<file path="config.mk">
export PLATFORM = sky130hd
export DESIGN_NAME = map_ss_engine_flat
export DESIGN_NICKNAME = d
export VERILOG_FILES = /design/src/rtl/map_ss_engine_pkg.sv /design/src/rtl/map_ss_engine_if.sv /design/src/rtl/map_ss_engine_m2_edge_sync.sv /design/src/rtl/map_ss_engine.sv /design/src/flat_wrapper.sv
export SDC_FILE = /design/constraint.sdc
export NUM_CORES = 1
export LEC_CHECK = 0
export ABC_AREA = 0
export CORE_ASPECT_RATIO = 1.2
export CORE_MARGIN = 2
export CORE_UTILIZATION = 24
export DETAILED_ROUTE_END_ITERATION = 8
export GPL_TIMING_DRIVEN = 0
export PLACE_DENSITY_LB_ADDON = 0.15
export SLEW_MARGIN = 0
export SYNTH_ARGS = -nofsm -noshare
export SYNTH_HDL_FRONTEND = slang
export SYNTH_SLANG_ARGS = --single-unit
</file>
<file path="constraint.sdc">
create_clock -name clk -period 2 [get_ports clk]
set_input_delay 0.2 -clock clk [delete_from_list [all_inputs] [get_ports clk]]
set_output_delay 0.2 -clock clk [all_outputs]
set_load 0.02 [all_outputs]
</file>
<file path="src/rtl/map_ss_engine_pkg.sv">
// Shared definitions for the mapper save-state engine: state encoding and
// parameter defaults.
package map_ss_engine_pkg;

    localparam int unsigned SS_LEN_DEFAULT   = 128;
    localparam logic [15:0] BUF_BASE_DEFAULT = 16'h0000;

    typedef enum logic [3:0] {
        IDLE,
        S_SET,
        S_WAIT,
        S_STORE,
        L_FETCH,
        L_SET,
        L_WAIT,
        L_REL,
        FIN
    } ss_state_e;

endpackage

</file>
<file path="src/rtl/map_ss_engine_if.sv">
// Save-state bus between the engine, the mapper register file and the buffer RAM.
interface map_ss_engine_if;

    logic       ss_act;
    logic       ss_we;
    logic [7:0] ss_addr;
    logic [7:0] ss_wdat;
    logic [7:0] ss_rdat;
    logic [15:0] buf_addr;
    logic [7:0] buf_wdat;
    logic       buf_we;
    logic [7:0] buf_rdat;

    modport master (
        output ss_act, ss_we, ss_addr, ss_wdat, buf_addr, buf_wdat, buf_we,
        input  ss_rdat, buf_rdat
    );

    modport slave (
        input  ss_act, ss_we, ss_addr, ss_wdat, buf_addr, buf_wdat, buf_we,
        output ss_rdat, buf_rdat
    );

endinterface

</file>
<file path="src/rtl/map_ss_engine_m2_edge_sync.sv">
// Brings the cartridge M2 clock into the clk domain and flags its falling edge.
module m2_edge_sync (
    input  logic clk,
    input  logic rst,
    input  logic m2,
    output logic m2_fall
);

    logic sync1_q, sync1_d;
    logic sync2_q, sync2_d;
    logic prev_q, prev_d;

    always_comb begin
        sync1_d = m2;
        sync2_d = sync1_q;
        prev_d  = sync2_q;
    end

    always_ff @(posedge clk or posedge rst) begin
        if (rst) begin
            sync1_q <= 1'b0;
            sync2_q <= 1'b0;
            prev_q  <= 1'b0;
        end else begin
            sync1_q <= sync1_d;
            sync2_q <= sync2_d;
            prev_q  <= prev_d;
        end
    end

    assign m2_fall = prev_q & ~sync2_q;

endmodule

</file>
<file path="src/rtl/map_ss_engine.sv">
// Save-state transfer engine: copies mapper registers to/from a buffer, one
// byte per M2 falling edge. Define SS_CHKSUM_EN to enable the running checksum.
module map_ss_engine
    import map_ss_engine_pkg::*;
#(
    parameter int unsigned SS_LEN   = SS_LEN_DEFAULT,
    parameter logic [15:0] BUF_BASE = BUF_BASE_DEFAULT
) (
    input  logic                  clk,
    input  logic                  rst,
    input  logic                  m2,
    input  logic                  start_save,
    input  logic                  start_load,
    map_ss_engine_if.master       bus,
    output logic                  busy,
    output logic                  done,
    output logic [15:0]           chksum
);

    localparam logic [8:0] LAST_IDX = 9'(SS_LEN - 1);

    logic        m2_fall;
    ss_state_e   state_q, state_d;
    logic [8:0]  idx_q, idx_d;
    logic        ss_act_q, ss_act_d;
    logic        ss_we_q, ss_we_d;
    logic [7:0]  ss_wdat_q, ss_wdat_d;
    logic        buf_we_q, buf_we_d;
    logic [7:0]  buf_wdat_q, buf_wdat_d;
    logic [15:0] buf_addr_q, buf_addr_d;
    logic        busy_q, busy_d;
    logic        done_q, done_d;

    m2_edge_sync u_m2_sync (
        .clk     (clk),
        .rst     (rst),
        .m2      (m2),
        .m2_fall (m2_fall)
    );

    always_comb begin
        state_d    = state_q;
        idx_d      = idx_q;
        ss_we_d    = ss_we_q;
        ss_wdat_d  = ss_wdat_q;
        buf_we_d   = 1'b0;
        buf_wdat_d = buf_wdat_q;
        case (state_q)
            IDLE: begin
                if (start_save) begin
                    state_d = S_SET;
                    idx_d   = '0;
                end else if (start_load) begin
                    state_d = L_FETCH;
                    idx_d   = '0;
                end
            end
            S_SET:   state_d = S_WAIT;
            S_WAIT: begin
                if (m2_fall) begin
                    state_d    = S_STORE;
                    buf_we_d   = 1'b1;
                    buf_wdat_d = bus.ss_rdat;
                end
            end
            S_STORE: begin
                if (idx_q == LAST_IDX) begin
                    state_d = FIN;
                end else begin
                    idx_d   = idx_q + 9'd1;
                    state_d = S_SET;
                end
            end
            L_FETCH: state_d = L_SET;
            L_SET: begin
                state_d   = L_WAIT;
                ss_wdat_d = bus.buf_rdat;
            end
            // ss_we rises one clk after ss_wdat settles so the two never switch
            // together; only a fall seen while the strobe is up completes the byte.
            L_WAIT: begin
                if (ss_we_q && m2_fall) begin
                    state_d = L_REL;
                    ss_we_d = 1'b0;
                end else begin
                    ss_we_d = 1'b1;
                end
            end
            L_REL: begin
                if (idx_q == LAST_IDX) begin
                    state_d = FIN;
                end else begin
                    idx_d   = idx_q + 9'd1;
                    state_d = L_FETCH;
                end
            end
            FIN:     state_d = IDLE;
            default: state_d = IDLE;
        endcase

        busy_d     = (state_d != IDLE);
        ss_act_d   = busy_d && (state_d != FIN);
        done_d     = (state_d == FIN);
        buf_addr_d = BUF_BASE + {7'd0, idx_d};
    end

    always_ff @(posedge clk or posedge rst) begin
        if (rst) begin
            state_q    <= IDLE;
            idx_q      <= '0;
            ss_act_q   <= 1'b0;
            ss_we_q    <= 1'b0;
            ss_wdat_q  <= '0;
            buf_we_q   <= 1'b0;
            buf_wdat_q <= '0;
            buf_addr_q <= BUF_BASE;
            busy_q     <= 1'b0;
            done_q     <= 1'b0;
        end else begin
            state_q    <= state_d;
            idx_q      <= idx_d;
            ss_act_q   <= ss_act_d;
            ss_we_q    <= ss_we_d;
            ss_wdat_q  <= ss_wdat_d;
            buf_we_q   <= buf_we_d;
            buf_wdat_q <= buf_wdat_d;
            buf_addr_q <= buf_addr_d;
            busy_q     <= busy_d;
            done_q     <= done_d;
        end
    end

`ifdef SS_CHKSUM_EN
    logic [15:0] chksum_q, chksum_d;

    always_comb begin
        chksum_d = chksum_q;
        case (state_q)
            IDLE:    if (start_save || start_load) chksum_d = '0;
            S_STORE: chksum_d = chksum_q + {8'd0, bus.ss_rdat};
            L_REL:   chksum_d = chksum_q + {8'd0, ss_wdat_q};
            default: chksum_d = chksum_q;
        endcase
    end

    always_ff @(posedge clk or posedge rst) begin
        if (rst) chksum_q <= '0;
        else     chksum_q <= chksum_d;
    end

    assign chksum = chksum_q;
`else
    assign chksum = '0;
`endif

    assign bus.ss_act   = ss_act_q;
    assign bus.ss_we    = ss_we_q;
    assign bus.ss_addr  = idx_q[7:0];
    assign bus.ss_wdat  = ss_wdat_q;
    assign bus.buf_we   = buf_we_q;
    assign bus.buf_wdat = buf_wdat_q;
    assign bus.buf_addr = buf_addr_q;
    assign busy         = busy_q;
    assign done         = done_q;

endmodule

</file>
<file path="src/flat_wrapper.sv">
// flat-port wrapper written by rule: the top's interface ports become plain ports
module map_ss_engine_flat import map_ss_engine_pkg::*;
#(
    parameter int unsigned SS_LEN   = SS_LEN_DEFAULT,
    parameter logic [15:0] BUF_BASE = BUF_BASE_DEFAULT
)
  (clk, rst, m2, start_save, start_load, busy, done, chksum, bus_ss_act, bus_ss_we, bus_ss_addr, bus_ss_wdat, bus_buf_addr, bus_buf_wdat, bus_buf_we, bus_ss_rdat, bus_buf_rdat);
  map_ss_engine_if bus_i ();
  input  logic clk;
  input  logic rst;
  input  logic m2;
  input  logic start_save;
  input  logic start_load;
  output logic busy;
  output logic done;
  output logic [15:0] chksum;
  output wire logic [$bits(bus_i.ss_act)-1:0] bus_ss_act;
  output wire logic [$bits(bus_i.ss_we)-1:0] bus_ss_we;
  output wire logic [$bits(bus_i.ss_addr)-1:0] bus_ss_addr;
  output wire logic [$bits(bus_i.ss_wdat)-1:0] bus_ss_wdat;
  output wire logic [$bits(bus_i.buf_addr)-1:0] bus_buf_addr;
  output wire logic [$bits(bus_i.buf_wdat)-1:0] bus_buf_wdat;
  output wire logic [$bits(bus_i.buf_we)-1:0] bus_buf_we;
  input wire logic [$bits(bus_i.ss_rdat)-1:0] bus_ss_rdat;
  input wire logic [$bits(bus_i.buf_rdat)-1:0] bus_buf_rdat;
  assign bus_ss_act = bus_i.ss_act;
  assign bus_ss_we = bus_i.ss_we;
  assign bus_ss_addr = bus_i.ss_addr;
  assign bus_ss_wdat = bus_i.ss_wdat;
  assign bus_buf_addr = bus_i.buf_addr;
  assign bus_buf_wdat = bus_i.buf_wdat;
  assign bus_buf_we = bus_i.buf_we;
  assign bus_i.ss_rdat = bus_ss_rdat;
  assign bus_i.buf_rdat = bus_buf_rdat;
  map_ss_engine #(.SS_LEN(SS_LEN), .BUF_BASE(BUF_BASE)) u_core (.clk(clk), .rst(rst), .m2(m2), .start_save(start_save), .start_load(start_load), .bus(bus_i), .busy(busy), .done(done), .chksum(chksum));
endmodule
</file>
==> qor.yml <==
grt_pass1_wl_um: 6620
outcome: "completed"
period_share_pct: 90.4
critPathMaxStageDelay_ns: 0.45
place_congestion: 0.717
path_delay_family: "simple AND/OR/NAND/NOR gates"
startpoint_type: "flop"
drv_cap: 0
max_freq_mhz: 553
grt_usage_pct: 9.88
routed_wirelength_um: 3890
wl_per_cell_um: 10.9
remaining_drc_errors: 0
start_util_pct: 25.1
core_area_um2: 7320
drt-vias-per-instance: 4.00
synth_seq_cells: 37
rsz0062_at_grt: "false"
cts_inserted_buffers: 5
yosys_warnings: 0
htree_levels: 2
synthCells: 179
avgSynthCellArea_um2: 10.3
synth_top_area_share_pct: 50.4
synth_top_family_by_area: "simple AND/OR/NAND/NOR gates"
crit_fanout: 9
wl_met1_um: 1650
power_density_nw_per_um2: 1390
finClkSkew_ns: 0.00349
pin_count: 82
synthesis.area_um2: 1840
std_cell_rows: 34
synth-simple-area-share_pct: 21.5
ctsHoldBuffers: 0
fp.dieH_um: 99.8
clockBufferDepth: 2
drt_iter0_markers: 46
crit_type: "reg2reg"
antenna_found_initial: 0
fin_nets: 288
final_antenna_net_count: 0
drive_gt1_share_pct: 22.9
cts_root_buf: "clkbuf_8"
syn2layout_area_growth_pct: 48.0
dieWidth_um: 83.9
synth_edf_count: 0
synth_area_leaders: "dfrtp_1, buf_4, nand2_1, mux2_2, nor2_1"
path_cells: "ha_2 -> and4_4 -> a21oi_4 -> a21o_1 -> or3_1"
routed-wl-met3_um: 235
timing.final.ws_setup_ns: 0.192
num_vias: 1424
multi_input_area_um2: 733
drv_slew: 0
regArea_um2: 926
yosys_most_used_dff: "dfrtp_1"
worstPathArrival_ns: 1.97
slew_headroom_pct: 48.8
die-area_um2: 8370
holdWs_ns: 0.353
wl_met2_um: 1930
fillers: 763
setup_tns_ns: 0
top_layer_used: "met4"
min_period_ns: 1.81
overflow: 0
synthAdderAreaFrac_pct: 0.681
num_antenna_cells: 0
clk_pin_slew_ns: 0.07
post-place-ws_ns: 0.127
synth_compound_area_share_pct: 4.56
io_buffers: 58
drt_pass1_iterations: 3
cp_slowest_cell: "dfrtp_1"
required_ns: 2.17
worst_slew_pin_slew_ns: 0.767
final_hold_viol_count: 0
finalSetupViolCount: 0
cts_tree: "built"
synthMuxAreaShare_pct: 5.52
synth-xor-area-share_pct: 2.86
cp.buffers_inverters: 0
synthArstFlopShare_pct: 100
clk_latency_ns: 0.29
timing.critical_path.to_type: "flop"
yosysSeqAreaShare_pct: 50.4
hp-class: "reg2reg"
ir_drop_mv: 0.654
p_leak_uw: 0.00124
synth_cell_type_count: 35
grt_max_degree: 38
grt_pass1_vias: 1327
yosysTopAreaCell: "dfrtp_1"
hpwl_um: 2850
cts_num_sinks: 37
==> Yosys cell counts, drive strengths merged, types with 2 or more instances <==
cell     instances
dfrtp           37
buf             34
nand2           34
nor2            16
mux2             9
nor3             5
xor2             5
inv              4
nand2b           4
nand4            4
o21ai            4
a21oi            3
nor4             3
nand4bb          2
o31ai            2
==> kinds of logic after synthesis <==
group           after synthesis
simple gates                 75
buf+inv                      38
flops                        37
compound gates               12
mux                           9
xor+xnor                      6
fa+ha+maj                     1
other cells                   1
==> area by class of cell <==
cell class / instances / share of cell area, %
multi-input cells: 126 / 27.0
flip-flops and latches: 37 / 34.1
clock inverters: 2 / 1.29
inverters: 4 / 0.552
clock buffers: 5 / 2.53
plain buffers: 34 / 9.11
repair buffers: 58 / 21.4
well taps: 90 / 4.14
==> where the power goes <==
| group | internal, uW | leakage (uW) | switching, uW |
|---|---|---|---|
| Sequential | 1030 | 0.000447 | 287 |
| Clock | 362 | 0.0000540 | 258 |
| Combinational | 961 | 0.000741 | 882 |
==> registers in the layout, summed over array words and instances (netlist names) <==
| name | cells |
|---|---|
| u_core.done | 1 |
| u_core.bus.ss_act | 1 |
| u_core.bus.buf_wdat | 8 |
| u_core.bus.buf_we | 1 |
| u_core.u_m2_sync.prev_d | 1 |
| u_core.bus.ss_wdat | 8 |
| u_core.u_m2_sync.prev_q | 1 |
| u_core.busy | 1 |
| u_core.bus.buf_addr | 9 |
| u_core.bus.ss_we | 1 |
| u_core.state_q | 4 |
| u_core.u_m2_sync.sync1_q | 1 |
==> layout by cell type (no fill, tap or decap), types with 2 or more instances in the layout <==
cell / instances
a21oi_1: 2
buf_2: 3
buf_4: 31
clkbuf_8: 5
clkdlybuf4s50_1: 58
conb_1: 23
dfrtp_1: 37
inv_1: 2
inv_2: 2
mux2_2: 9
nand2_1: 34
nand2b_1: 4
nand4_1: 4
nand4bb_1: 2
nor2_1: 15
nor3_1: 3
nor4_1: 3
o21ai_1: 3
o31ai_1: 2
xor2_1: 5
==> per-stage QoR <==
step | area [um2] | utilization, % | std cells | total power (uW)
6_report | 2720 | 37.2 | 356 | 3780
5_1_grt | 2720 | 37.2 | 356 | 4040
4_1_cts | 2720 | 37.1 | 356 | 3850
3_5_place_dp | 2610 | 35.7 | 349 | 3200
3_3_place_gp | 2610 | 35.7 | 349 | 3170
2_1_floorplan | 1920 | - | 201 | 2360
==> final timing paths <==
path / from / end / slack [ns] / depth (start not counted)
max in group asynchronous: rst / u_core.bus.buf_addr[6]$_DFFE_PP0P_ / 1.14 / 2
worst min-delay path: u_core.u_m2_sync.sync1_q$_DFF_PP0_ / u_core.u_m2_sync.prev_d$_DFF_PP0_ / 0.35 / 0
worst max register to register: u_core.bus.buf_addr[0]$_DFFE_PP0P_ / u_core.busy$_DFF_PP0_ / 0.19 / 5
min in group asynchronous: rst / u_core.bus.buf_wdat[6]$_DFFE_PP0P_ / 0.37 / 2
worst min register to register: u_core.u_m2_sync.sync1_q$_DFF_PP0_ / u_core.u_m2_sync.prev_d$_DFF_PP0_ / 0.35 / 0
worst max-delay path: u_core.bus.buf_addr[0]$_DFFE_PP0P_ / u_core.busy$_DFF_PP0_ / 0.19 / 5
==> what timing repair did <==
action                                  in CTS  in global routing
buffers inserted                             0                  0
gates resized for setup                      0                  1
endpoints found under the setup margin       0                  1
==> routing by layer <==
metal  vias up  GRT usage [%]
met5         -              0
met1       661           12.2
met3         5           3.04
li1        711              -
met4         0           4.09
met2        47           16.1
Note: power is estimated with default switching activity, not from simulation.
